$ cat src/rtl/mux_rr_arbiter.sv
// -----------------------------------------------------------------------------
// mux_rr_arbiter
//
// Round-robin arbiter that owns a shared one-bit channel. Four requesters
// compete for the channel. The winner's index drives a registered 4:1 mux
// select, and that requester's data bit appears on y. A grant lasts until
// one of two things happens:
//   - the owner drops its request, or
//   - the owner has held the channel for MAX_HOLD cycles while someone else
//     is waiting.
// On release the priority pointer moves just past the released owner.
// Ownership then passes to a waiting requester in the same cycle, so no
// idle cycle is inserted between grants.
//
// Parameters:
//   MAX_HOLD      longest grant (in cycles) while another requester waits,
//                 legal range 2..15
//
// Ports:
//   clk           single clock, rising edge
//   rst           synchronous, active-high reset
//   req0..req3    request lines, held high while the channel is wanted
//   d0..d3        data bit offered by each requester
//   s1,s0         registered mux select = index of the granted requester
//   gnt0..gnt3    registered one-hot grant, all low when idle
//   valid         high while a grant is active
//   y             selected data bit qualified by valid
// -----------------------------------------------------------------------------
module mux_rr_arbiter #(
    parameter int MAX_HOLD = 4
) (
    input  logic clk,
    input  logic rst,
    input  logic req0,
    input  logic req1,
    input  logic req2,
    input  logic req3,
    input  logic d0,
    input  logic d1,
    input  logic d2,
    input  logic d3,
    output logic s1,
    output logic s0,
    output logic gnt0,
    output logic gnt1,
    output logic gnt2,
    output logic gnt3,
    output logic valid,
    output logic y
);

    typedef enum logic {
        IDLE,
        GRANT
    } state_t;

    localparam logic [3:0] HOLD_LAST = 4'(MAX_HOLD - 1);

    state_t     state, state_n;
    logic [1:0] ptr, ptr_n;
    logic [3:0] hcnt, hcnt_n;
    logic [3:0] gnt, gnt_n;
    logic [1:0] sel, sel_n;

    logic [3:0] req_v;
    logic [3:0] d_v;
    logic [3:0] others;
    logic [2:0] win_any;
    logic [2:0] win_oth;
    logic       release_now;

    assign req_v = {req3, req2, req1, req0};
    assign d_v   = {d3, d2, d1, d0};

    // Returns {found, index}. The search starts at pointer p and wraps
    // around. The loop runs from the farthest offset down to the nearest
    // one, so the requester closest to p is written last and wins.
    function automatic logic [2:0] pick(input logic [3:0] r, input logic [1:0] p);
        logic [2:0] res;
        logic [1:0] idx;
        res = 3'b000;
        for (int i = 3; i >= 0; i--) begin
            idx = p + 2'(i);
            if (r[idx]) begin
                res = {1'b1, idx};
            end
        end
        return res;
    endfunction

    // The current owner is removed from the waiting set. Because of this,
    // a handover can never select the requester that is being released.
    assign others  = req_v & ~(4'b0001 << sel);
    assign win_any = pick(req_v, ptr);
    assign win_oth = pick(others, sel + 2'd1);

    // Next-state logic. A release is checked only while a grant is active.
    // The successor is searched from the already-advanced pointer, so a
    // requester that was forcibly rotated out ends up last in line.
    always_comb begin
        state_n     = state;
        ptr_n       = ptr;
        hcnt_n      = hcnt;
        gnt_n       = gnt;
        sel_n       = sel;
        release_now = 1'b0;

        case (state)
            IDLE: begin
                if (win_any[2]) begin
                    state_n = GRANT;
                    sel_n   = win_any[1:0];
                    gnt_n   = 4'b0001 << win_any[1:0];
                    hcnt_n  = 4'd0;
                end
            end
            GRANT: begin
                release_now = !req_v[sel] || ((hcnt == HOLD_LAST) && (|others));
                if (release_now) begin
                    ptr_n = sel + 2'd1;
                    if (win_oth[2]) begin
                        sel_n  = win_oth[1:0];
                        gnt_n  = 4'b0001 << win_oth[1:0];
                        hcnt_n = 4'd0;
                    end else begin
                        state_n = IDLE;
                        gnt_n   = 4'b0000;
                    end
                end else if (hcnt != HOLD_LAST) begin
                    hcnt_n = hcnt + 4'd1;
                end
            end
            default: begin
                state_n = IDLE;
                gnt_n   = 4'b0000;
            end
        endcase
    end

    // State register. Reset takes priority over everything, including an
    // active grant.
    always_ff @(posedge clk) begin
        if (rst) begin
            state <= IDLE;
            ptr   <= 2'd0;
            hcnt  <= 4'd0;
            gnt   <= 4'b0000;
            sel   <= 2'd0;
        end else begin
            state <= state_n;
            ptr   <= ptr_n;
            hcnt  <= hcnt_n;
            gnt   <= gnt_n;
            sel   <= sel_n;
        end
    end

    assign valid = (state == GRANT);
    assign {s1, s0} = sel;
    assign {gnt3, gnt2, gnt1, gnt0} = gnt;
    assign y = d_v[sel] & valid;

endmodule

$ cat config.mk
export PLATFORM = sky130hd
export DESIGN_NAME = mux_rr_arbiter
export DESIGN_NICKNAME = d
export VERILOG_FILES = /design/src/rtl/mux_rr_arbiter.sv
export SDC_FILE = /design/constraint.sdc
export NUM_CORES = 1
export LEC_CHECK = 0
export BUFFER_PORTS_ARGS = -buffer_cell sky130_fd_sc_hd__buf_2
export CAP_MARGIN = 20
export CORE_MARGIN = 3
export CORE_UTILIZATION = 58
export DETAILED_ROUTE_END_ITERATION = 10
export MAX_ROUTING_LAYER = met4
export PLACE_DENSITY = 0.79
export SLEW_MARGIN = 30
export SYNTH_ARGS = -nofsm -noshare
export SYNTH_HDL_FRONTEND = slang
export SYNTH_SLANG_ARGS = --single-unit
$ cat constraint.sdc
create_clock -name clk -period 4.7 [get_ports clk]
set_input_delay 0.47 -clock clk [delete_from_list [all_inputs] [get_ports clk]]
set_output_delay 0.47 -clock clk [all_outputs]
set_load 0.05 [all_outputs]
==> results.txt, run 1 <==
Mapped Cells -> 110
Resize count post-CTS -> 0
Hold Crit Start -> gnt[3]$_SDFFE_PP0P_
Synth Cell Area -> 994.7 µm²
Overall Power -> 0.4030 mW
Critical Path Fanout Max -> 12
DR iter-0 viols -> 36
Max Freq -> 442.9 MHz
Status -> complete, no violations
Top area cells in the synthesized netlist -> dfxtp_1 26%, ha_1 6.3%, nor2_1 4.9%
Mapped Nets -> 125
#FFs+latches synth -> 13
Routed length per placed instance -> 16.22 µm
Crit start category -> flop
Post-synth top flop -> dfxtp_1
RSZ-0062 raised after global routing -> no
CP arrival -> 1790 ps
# rows -> 14
Setup-failing EPs final -> 0
Hold-fix buffers, CTS -> 0
WP data required -> 4230 ps
Detailed Routing Iterations Pass 1 -> 5
Hold Crit Class -> reg2reg
Post-synth EDFFs -> 0
CTS tree -> yes
Post-route DRC -> 0
R2r endpoint -> sel[1]$_SDFFE_PP0P_
Maximum clock path buffer count -> 2
IO buf count -> 17
Synth top area share -> 0.2616
Fin area -> 1109 µm²
# IOs -> 18
Hold depth -> 2
Layout Nets -> 143
Ys Warns -> 0
Leak -> 0.4630 nW
H-tree Lvls -> 1
Clk sinks -> 13
Clock skew -> 8.544 ps
Antenna fix cells -> 0
Die ar. -> 2248 µm²
Starting Density -> 0.6380
Area grow syn2layout -> 11.45%
Hold Path End -> gnt[3]$_SDFFE_PP0P_
Worst Tran Pin Value -> 593.8 ps
Maximum VDD drop -> 0.0002243 V
Endpoint class of the critical path -> output port
Total core area -> 1559 µm²
Final wirelength -> 2.320 mm
First-pass GRT wire length -> 3.843 mm
Min Tclk post-route -> 2258 ps
Largest net degree at the start of global routing -> 14
Max stage delay on crit path -> 590 ps
Total GRT Usage -> 0.2583
Max-slew violations -> 0
GP Congestion -> 0.9591
Die X -> 47.41 µm
Fin crit share -> 0.4804
Max transition margin -> 0.6005
Hold slack -> 487.6 ps
CTS buffer count -> 3
Launch point of the worst reg-to-reg path -> sel[0]$_SDFFE_PP0P_
Vias in the first global route -> 863
Pwr dens -> 363.6 nW/µm²
Max-cap viol count -> 0
Clock transition at the registers of the reported paths -> 80 ps
Sequential element share of the synthesized area -> 0.2616
Global route overflow -> 0
Slowest cell on crit path -> mux4_1
Setup TNS -> 0 ps
Antenna violations before repair -> 0
Synth cell types -> 43
Layout cells sized above 1 -> 0.2598
Clock Latency Late Sink -> 290 ps
Post-CTS Setup Repair Bufs -> 0
CP Cell Sequence -> mux4_1 -> and2_1 -> buf_2
HPWL after DPL -> 1.758 mm
Reg2reg path depth -> 7
Vert. Die Dim -> 47.41 µm
Vias -> 958
CTS root buffer -> clkbuf_4
Final Hold Viols -> 0
Placed Instance Area -> 1082 µm²
Synth top cells by count -> 13 x dfxtp_1, 13 x nor2_1, 7 x nor3_1
Detail Route Antenna Nets -> 0
Via density -> 6.699
Synth Area per Inst -> 9.043 µm²
Kind of critical path -> reg2out
R2r setup slk -> 2470 ps
Asr flop ratio synth -> 0
Area leader, netlist -> dfxtp_1
==> per-layer routing <==
layer  vias to the layer above  global-route usage  part of all wire
li1                        456                   -                 -
met1                       452              0.3197              0.43
met2                        44              0.4037              0.48
met3                         6             0.05639             0.066
met4                         0              0.1050             0.026
met5                         -                   -                 0
==> logic make-up (layout without fill, tap and decap cells) <==
group,Yosys count,after routing,synth area share
adder cells (fa/ha/maj),5,5,0.06289
buffers and inverters,8,25,0.03270
AND/OR/NAND/NOR,43,43,0.2692
XOR/XNOR,3,3,0.02642
AO/OA/AOI/OAI,32,32,0.2579
flip-flops,13,13,0.2616
multiplexers,6,6,0.08931
==> report_power, final <==
group / internal [mW] / switching, mW
Sequential: 0.124 / 0.0176
Combinational: 0.0691 / 0.119
Clock: 0.0330 / 0.0405
Total: 0.226 / 0.177
==> stage by stage <==
step	worst slack, ps	std cells	utilization
2_1_floorplan	2309	110	-
4_1_cts	2438	143	0.7111
5_1_grt	2239	143	0.7111
3_3_place_gp	2516	139	0.6942
3_5_place_dp	2485	139	0.6942
6_report	2442	143	0.7111
==> layout by cell type, fill, tap and decap left out, drive strengths merged, types with 2 or more instances in the layout <==
| cell | instances |
|---|---|
| a211oi | 4 |
| a21o | 2 |
| a21oi | 5 |
| a221oi | 4 |
| a31oi | 5 |
| and2 | 2 |
| and2b | 4 |
| and4 | 2 |
| buf | 17 |
| clkbuf | 4 |
| dfxtp | 13 |
| ha | 5 |
| inv | 4 |
| mux2i | 4 |
| mux4 | 2 |
| nand2 | 2 |
| nor2 | 14 |
| nor3 | 7 |
| nor3b | 2 |
| nor4 | 2 |
| o21ai | 3 |
| o22ai | 2 |
| or2b | 2 |
| xnor2 | 3 |
==> cell type report <==
cell class | count | area [µm²]
timing repair buffer | 17 | 85.08
sequential | 13 | 260.3
multi-input combinational | 89 | 701.9
fill | 142 | 450.4
tap | 16 | 20.02
inverter | 4 | 15.01
clock buffer | 4 | 26.28
==> worst max-delay path: cells and delay by family, from the launching register on <==
kind / cells / cell delay (ps)
multiplexers: 1 / 590
flip-flops: 1 / 540
buffers and inverters: 1 / 200
AND/OR/NAND/NOR: 1 / 170
==> registers in the layout, indices dropped and copies added, names as in the netlist <==
register	flops
valid	1
hcnt	4
ptr	2
sel	2
gnt	4
==> worst max path at each step <==
stage / startpoint / to / slack (ps) / cells past startpoint
global route: sel[0]$_SDFFE_PP0P_ / gnt[2]$_SDFFE_PP0P_ / 2240 / 7
detailed placement: sel[0]$_SDFFE_PP0P_ / gnt[2]$_SDFFE_PP0P_ / 2490 / 7
global placement: sel[0]$_SDFFE_PP0P_ / gnt[3]$_SDFFE_PP0P_ / 2520 / 7
CTS: sel[0]$_SDFFE_PP0P_ / y / 2440 / 3
finish: sel[0]$_SDFFE_PP0P_ / y / 2440 / 3
floorplan: sel[0]$_SDFFE_PP0P_ / gnt[0]$_SDFFE_PP0P_ / 2310 / 8
(Power assumes the default switching activity.)
==> run 2: changes to the inputs <==
CORE_UTILIZATION = 54   (was 58)
PLACE_DENSITY = 0.74   (was 0.79)
clock period = 2.37 ns   (was 4.7 ns; I/O delays follow)
==> results.txt, run 2 (same netlist as run 1, synthesis figures left out) <==
Area grow syn2layout -> 12.70%
Max-cap viol count -> 0
Setup TNS -> 0 ps
R2r endpoint -> gnt[3]$_SDFFE_PP0P_
Fin area -> 1121 µm²
Detailed Routing Iterations Pass 1 -> 4
R2r setup slk -> 200 ps
Final wirelength -> 2.382 mm
RSZ-0062 raised after global routing -> no
Maximum clock path buffer count -> 2
Routed length per placed instance -> 15.77 µm
WP data required -> 2530 ps
Final Hold Viols -> 0
Min Tclk post-route -> 2168 ps
Endpoint class of the critical path -> flop
Starting Density -> 0.6172
Max Freq -> 461.2 MHz
GP Congestion -> 0.8779
Crit path max-delay family -> simple AND/OR/NAND/NOR gates
Launch point of the worst reg-to-reg path -> sel[0]$_SDFFE_PP0P_
CP arrival -> 2330 ps
Area of the multi-input gates -> 701.9 µm²
CTS tree -> yes
Placed Instance Area -> 1094 µm²
Clock skew -> 8.319 ps
Most common cell after layout, fill and taps aside -> buf_2
Crit start category -> flop
Overall Power -> 0.8045 mW
Fin crit share -> 0.9149
Die ar. -> 2393 µm²
Via density -> 6.397
First-pass GRT wire length -> 4.064 mm
CP Cell Sequence -> inv_1 -> ha_1 -> nor4bb_1 -> a31oi_1 -> and4_1 -> a221oi_1 -> nor3_1
Resize count post-CTS -> 0
Critical Path Fanout Max -> 12
Non-filler cells, final -> 151
Global route overflow -> 0
Largest net degree at the start of global routing -> 14
Sequential power share -> 0.352
DR iter-0 viols -> 39
Max transition margin -> 0.6718
Vias in the first global route -> 872
Total GRT Usage -> 0.2191
Post-CTS Setup Repair Bufs -> 0
Util after Layout -> 0.6957
Most frequent cells in the layout -> 17 x buf_2, 13 x nor2_1, 11 x dfxtp_1, 7 x nor3_1
Hold Path End -> hcnt[1]$_SDFFE_PP0P_
Detail Route Antenna Nets -> 0
Setup-failing EPs final -> 0
# IOs -> 18
Layout filler cell count -> 160
Reg2reg path depth -> 7
Maximum VDD drop -> 0.0005734 V
Largest regs -> gnt: 4 flops, hcnt: 4 flops
Post-route DRC -> 0
Hold Crit Start -> rst
Critical Path Stages -> 7
Worst Tran Pin Value -> 491.6 ps
Logic pwr share -> 0.469
Pre-CTS WS -> 212.4 ps
Layout cells sized above 1 -> 0.2756
Sw power -> 0.3555 mW
Hold slack -> 290.1 ps
Clock transition at the registers of the reported paths -> 90 ps
Hold Crit Class -> in2reg
Vias -> 966
Clock Latency Late Sink -> 280 ps
CP Buf/Inv Count -> 1
HPWL after DPL -> 1.812 mm
Kind of critical path -> reg2reg
Clk sinks -> 13
Die X -> 48.92 µm
Max-slew violations -> 0
# rows -> 14
Leak -> 0.4636 nW
Switching share of power -> 0.4419
Slowest cell on crit path -> dfxtp_2
Clock power frac -> 0.179
Antenna violations before repair -> 0
IO buf count -> 17
Seq. cell area -> 262.8 µm²
Hold depth -> 2
Status -> complete, no violations
Layout Nets -> 143
Pwr dens -> 717.6 nW/µm²
CTS root buffer -> clkbuf_4
Hold-fix buffers, CTS -> 0
Vert. Die Dim -> 48.92 µm
Placed cells -> 147
CTS buffer count -> 3
H-tree Lvls -> 1
P_int -> 0.4490 mW
Post-route setup slack -> 201.6 ps
Total core area -> 1612 µm²
Antenna fix cells -> 0
Max stage delay on crit path -> 460 ps
## run 2: cell counts in the layout (fill, tap and decap cells not counted)
No cell type changed its count.
## run 2: area by class of cell
type                    instances  share of cell area
flip-flops and latches         13              0.2344
repair buffers                 17             0.07589
inverters                       4             0.01339
well taps                      24             0.02679
clock buffers                   4             0.02344
multi-input cells              89              0.6261
## run 2: power groups by stage
stage / Clock [mW] / Combinational, mW / Sequential, mW
after floorplan: 0 / 0.240 / 0.338
after global placement: 0 / 0.365 / 0.285
after detailed placement: 0 / 0.370 / 0.287
after CTS: 0.148 / 0.373 / 0.282
after global routing: 0.161 / 0.405 / 0.288
final: 0.144 / 0.377 / 0.283
## run 2: routing by layer
metal | part of all wire | vias to the layer above | wire (µm) | GRT usage
met1 | 0.45 | 462 | 1062 | 0.2630
li1 | - | 460 | - | -
met3 | 0.047 | 6 | 112 | 0.04281
met2 | 0.49 | 38 | 1172 | 0.3665
met4 | 0.015 | 0 | 35 | 0.07109
met5 | 0 | - | 0 | -
## run 2: worst max-delay path by stage
stage,from,to,slack (ps)
after floorplan,sel[1]$_SDFFE_PP0P_,gnt[0]$_SDFFE_PP0P_,60
after global placement,sel[1]$_SDFFE_PP0P_,sel[1]$_SDFFE_PP0P_,270
after detailed placement,sel[1]$_SDFFE_PP0P_,sel[1]$_SDFFE_PP0P_,210
after CTS,sel[1]$_SDFFE_PP0P_,sel[1]$_SDFFE_PP0P_,170
after global routing,sel[0]$_SDFFE_PP0P_,gnt[3]$_SDFFE_PP0P_,90
final,sel[0]$_SDFFE_PP0P_,gnt[3]$_SDFFE_PP0P_,200
==> run 3: changes to the inputs <==
BUFFER_PORTS_ARGS = not set   (was -buffer_cell sky130_fd_sc_hd__buf_2)
CAP_MARGIN = not set   (was 20)
CORE_UTILIZATION = 61   (was 54)
DONT_BUFFER_PORTS = 1   (was not set)
PLACE_DENSITY = 0.73   (was 0.74)
==> results.txt, run 3 (same netlist as run 1, synthesis figures left out) <==
Area grow syn2layout -> 5.912%
Clk sinks -> 13
Starting Density -> 0.7029
Maximum VDD drop -> 0.0005624 V
Status -> complete, no violations
Layout Nets -> 130
Util after Layout -> 0.7445
Seq. cell area -> 261.5 µm²
CTS root buffer -> clkbuf_4
Hold Crit Class -> in2reg
First-pass GRT wire length -> 3.712 mm
Total core area -> 1415 µm²
HPWL after DPL -> 1.710 mm
WP data required -> 2540 ps
IO buf count -> 0
Global route overflow -> 0
Fin crit share -> 0.9174
Hold Crit Start -> rst
GP Congestion -> 0.9579
Vias in the first global route -> 836
Largest regs -> gnt: 4 flops, hcnt: 4 flops
R2r endpoint -> sel[1]$_SDFFE_PP0P_
Via density -> 6.798
Clock skew -> 6.969 ps
Max Freq -> 459.9 MHz
Pwr dens -> 730.1 nW/µm²
Min Tclk post-route -> 2174 ps
Launch point of the worst reg-to-reg path -> sel[1]$_SDFFE_PP0P_
Antenna violations before repair -> 0
Area of the multi-input gates -> 701.9 µm²
Hold-fix buffers, CTS -> 0
Fin area -> 1054 µm²
Max-slew violations -> 0
Vias -> 877
Max transition margin -> 0.6472
Clock Latency Late Sink -> 270 ps
Reg2reg path depth -> 7
Detailed Routing Iterations Pass 1 -> 4
Hold Path End -> valid$_SDFF_PP0_
Die ar. -> 2151 µm²
Worst Setup SP -> sel[1]$_SDFFE_PP0P_
Layout filler cell count -> 110
Maximum clock path buffer count -> 2
Leak -> 0.4096 nW
Die X -> 46.38 µm
Detail Route Antenna Nets -> 0
Post-CTS Setup Repair Bufs -> 0
Routed length per placed instance -> 17.23 µm
CTS buffer count -> 3
Antenna fix cells -> 0
CP arrival -> 2350 ps
Critical Path Fanout Max -> 7
Most frequent cells in the layout -> 13 x nor2_1, 12 x dfxtp_1, 7 x nor3_1
Vert. Die Dim -> 46.38 µm
Total GRT Usage -> 0.2436
R2r setup slk -> 200 ps
Final wirelength -> 2.223 mm
Post-route DRC -> 0
Most common cell after layout, fill and taps aside -> nor2_1
Hold depth -> 1
DR iter-0 viols -> 31
RSZ-0062 raised after global routing -> no
Clock transition at the registers of the reported paths -> 80 ps
H-tree Lvls -> 1
# IOs -> 18
Placed Instance Area -> 1027 µm²
Setup TNS -> 0 ps
Resize count post-CTS -> 0
Worst Tran Pin Value -> 528.4 ps
Crit start category -> flop
# rows -> 13
Overall Power -> 0.7691 mW
Largest net degree at the start of global routing -> 14
Max-cap viol count -> 0
CTS tree -> yes
Setup-failing EPs final -> 0
Kind of critical path -> reg2reg
Layout cells sized above 1 -> 0.1842
Endpoint class of the critical path -> flop
Final Hold Viols -> 0
==> run 3: cell types whose count changed in the layout (fill, tap and decap cells not counted), sizes merged <==
cell / change
buf: -13
==> run 3: worst max-delay path by stage <==
| stage | cells past startpoint | slack [ps] | end |
|---|---|---|---|
| 2_1_floorplan | 7 | 60 | gnt[0]$_SDFFE_PP0P_ |
| 3_3_place_gp | 7 | 280 | sel[1]$_SDFFE_PP0P_ |
| 3_5_place_dp | 7 | 220 | sel[1]$_SDFFE_PP0P_ |
| 4_1_cts | 7 | 210 | sel[1]$_SDFFE_PP0P_ |
| 5_1_grt | 7 | 40 | sel[1]$_SDFFE_PP0P_ |
| 6_report | 7 | 200 | sel[1]$_SDFFE_PP0P_ |
==> run 3: final cells by class <==
class	instances	area share
sequential	13	0.2482
multi-input combinational	89	0.6663
clock buffer	4	0.02494
tap	15	0.01781
inverter	4	0.01425
timing repair buffer	4	0.02850
==> run 3: stage by stage <==
stage	std cells	hold slack, ps	setup slack [ps]
6_report	129	27.55	195.7
5_1_grt	129	17.81	38.25
4_1_cts	129	21.00	207.4
3_5_place_dp	125	307.3	220.4
3_3_place_gp	125	307.9	282.6
2_1_floorplan	110	314.4	55.77
==> run 3: power by group <==
group / internal [mW] / leakage, nW / switching, mW / total, mW
registers: 0.246 / 0.107 / 0.0698 / 0.316
logic: 0.130 / 0.287 / 0.192 / 0.322
clock network: 0.0651 / 0.0150 / 0.0663 / 0.131
total: 0.441 / 0.410 / 0.328 / 0.769
==> run 3: critical path, cell delays in order (launching register included) <==
cell and delay, ps:
dfxtp_1 420, inv_1 90, ha_1 390, or2_2 310
a21o_1 200, a21oi_1 280, mux2i_1 120, a211oi_1 270
==> run 3: metal layers <==
layer	wire, µm	global-route usage	vias to the layer above
li1	-	-	425
met2	1033	0.3819	35
met3	189	0.05078	2
met4	11	0.03977	0
met1	989	0.3262	415
met5	0	-	-
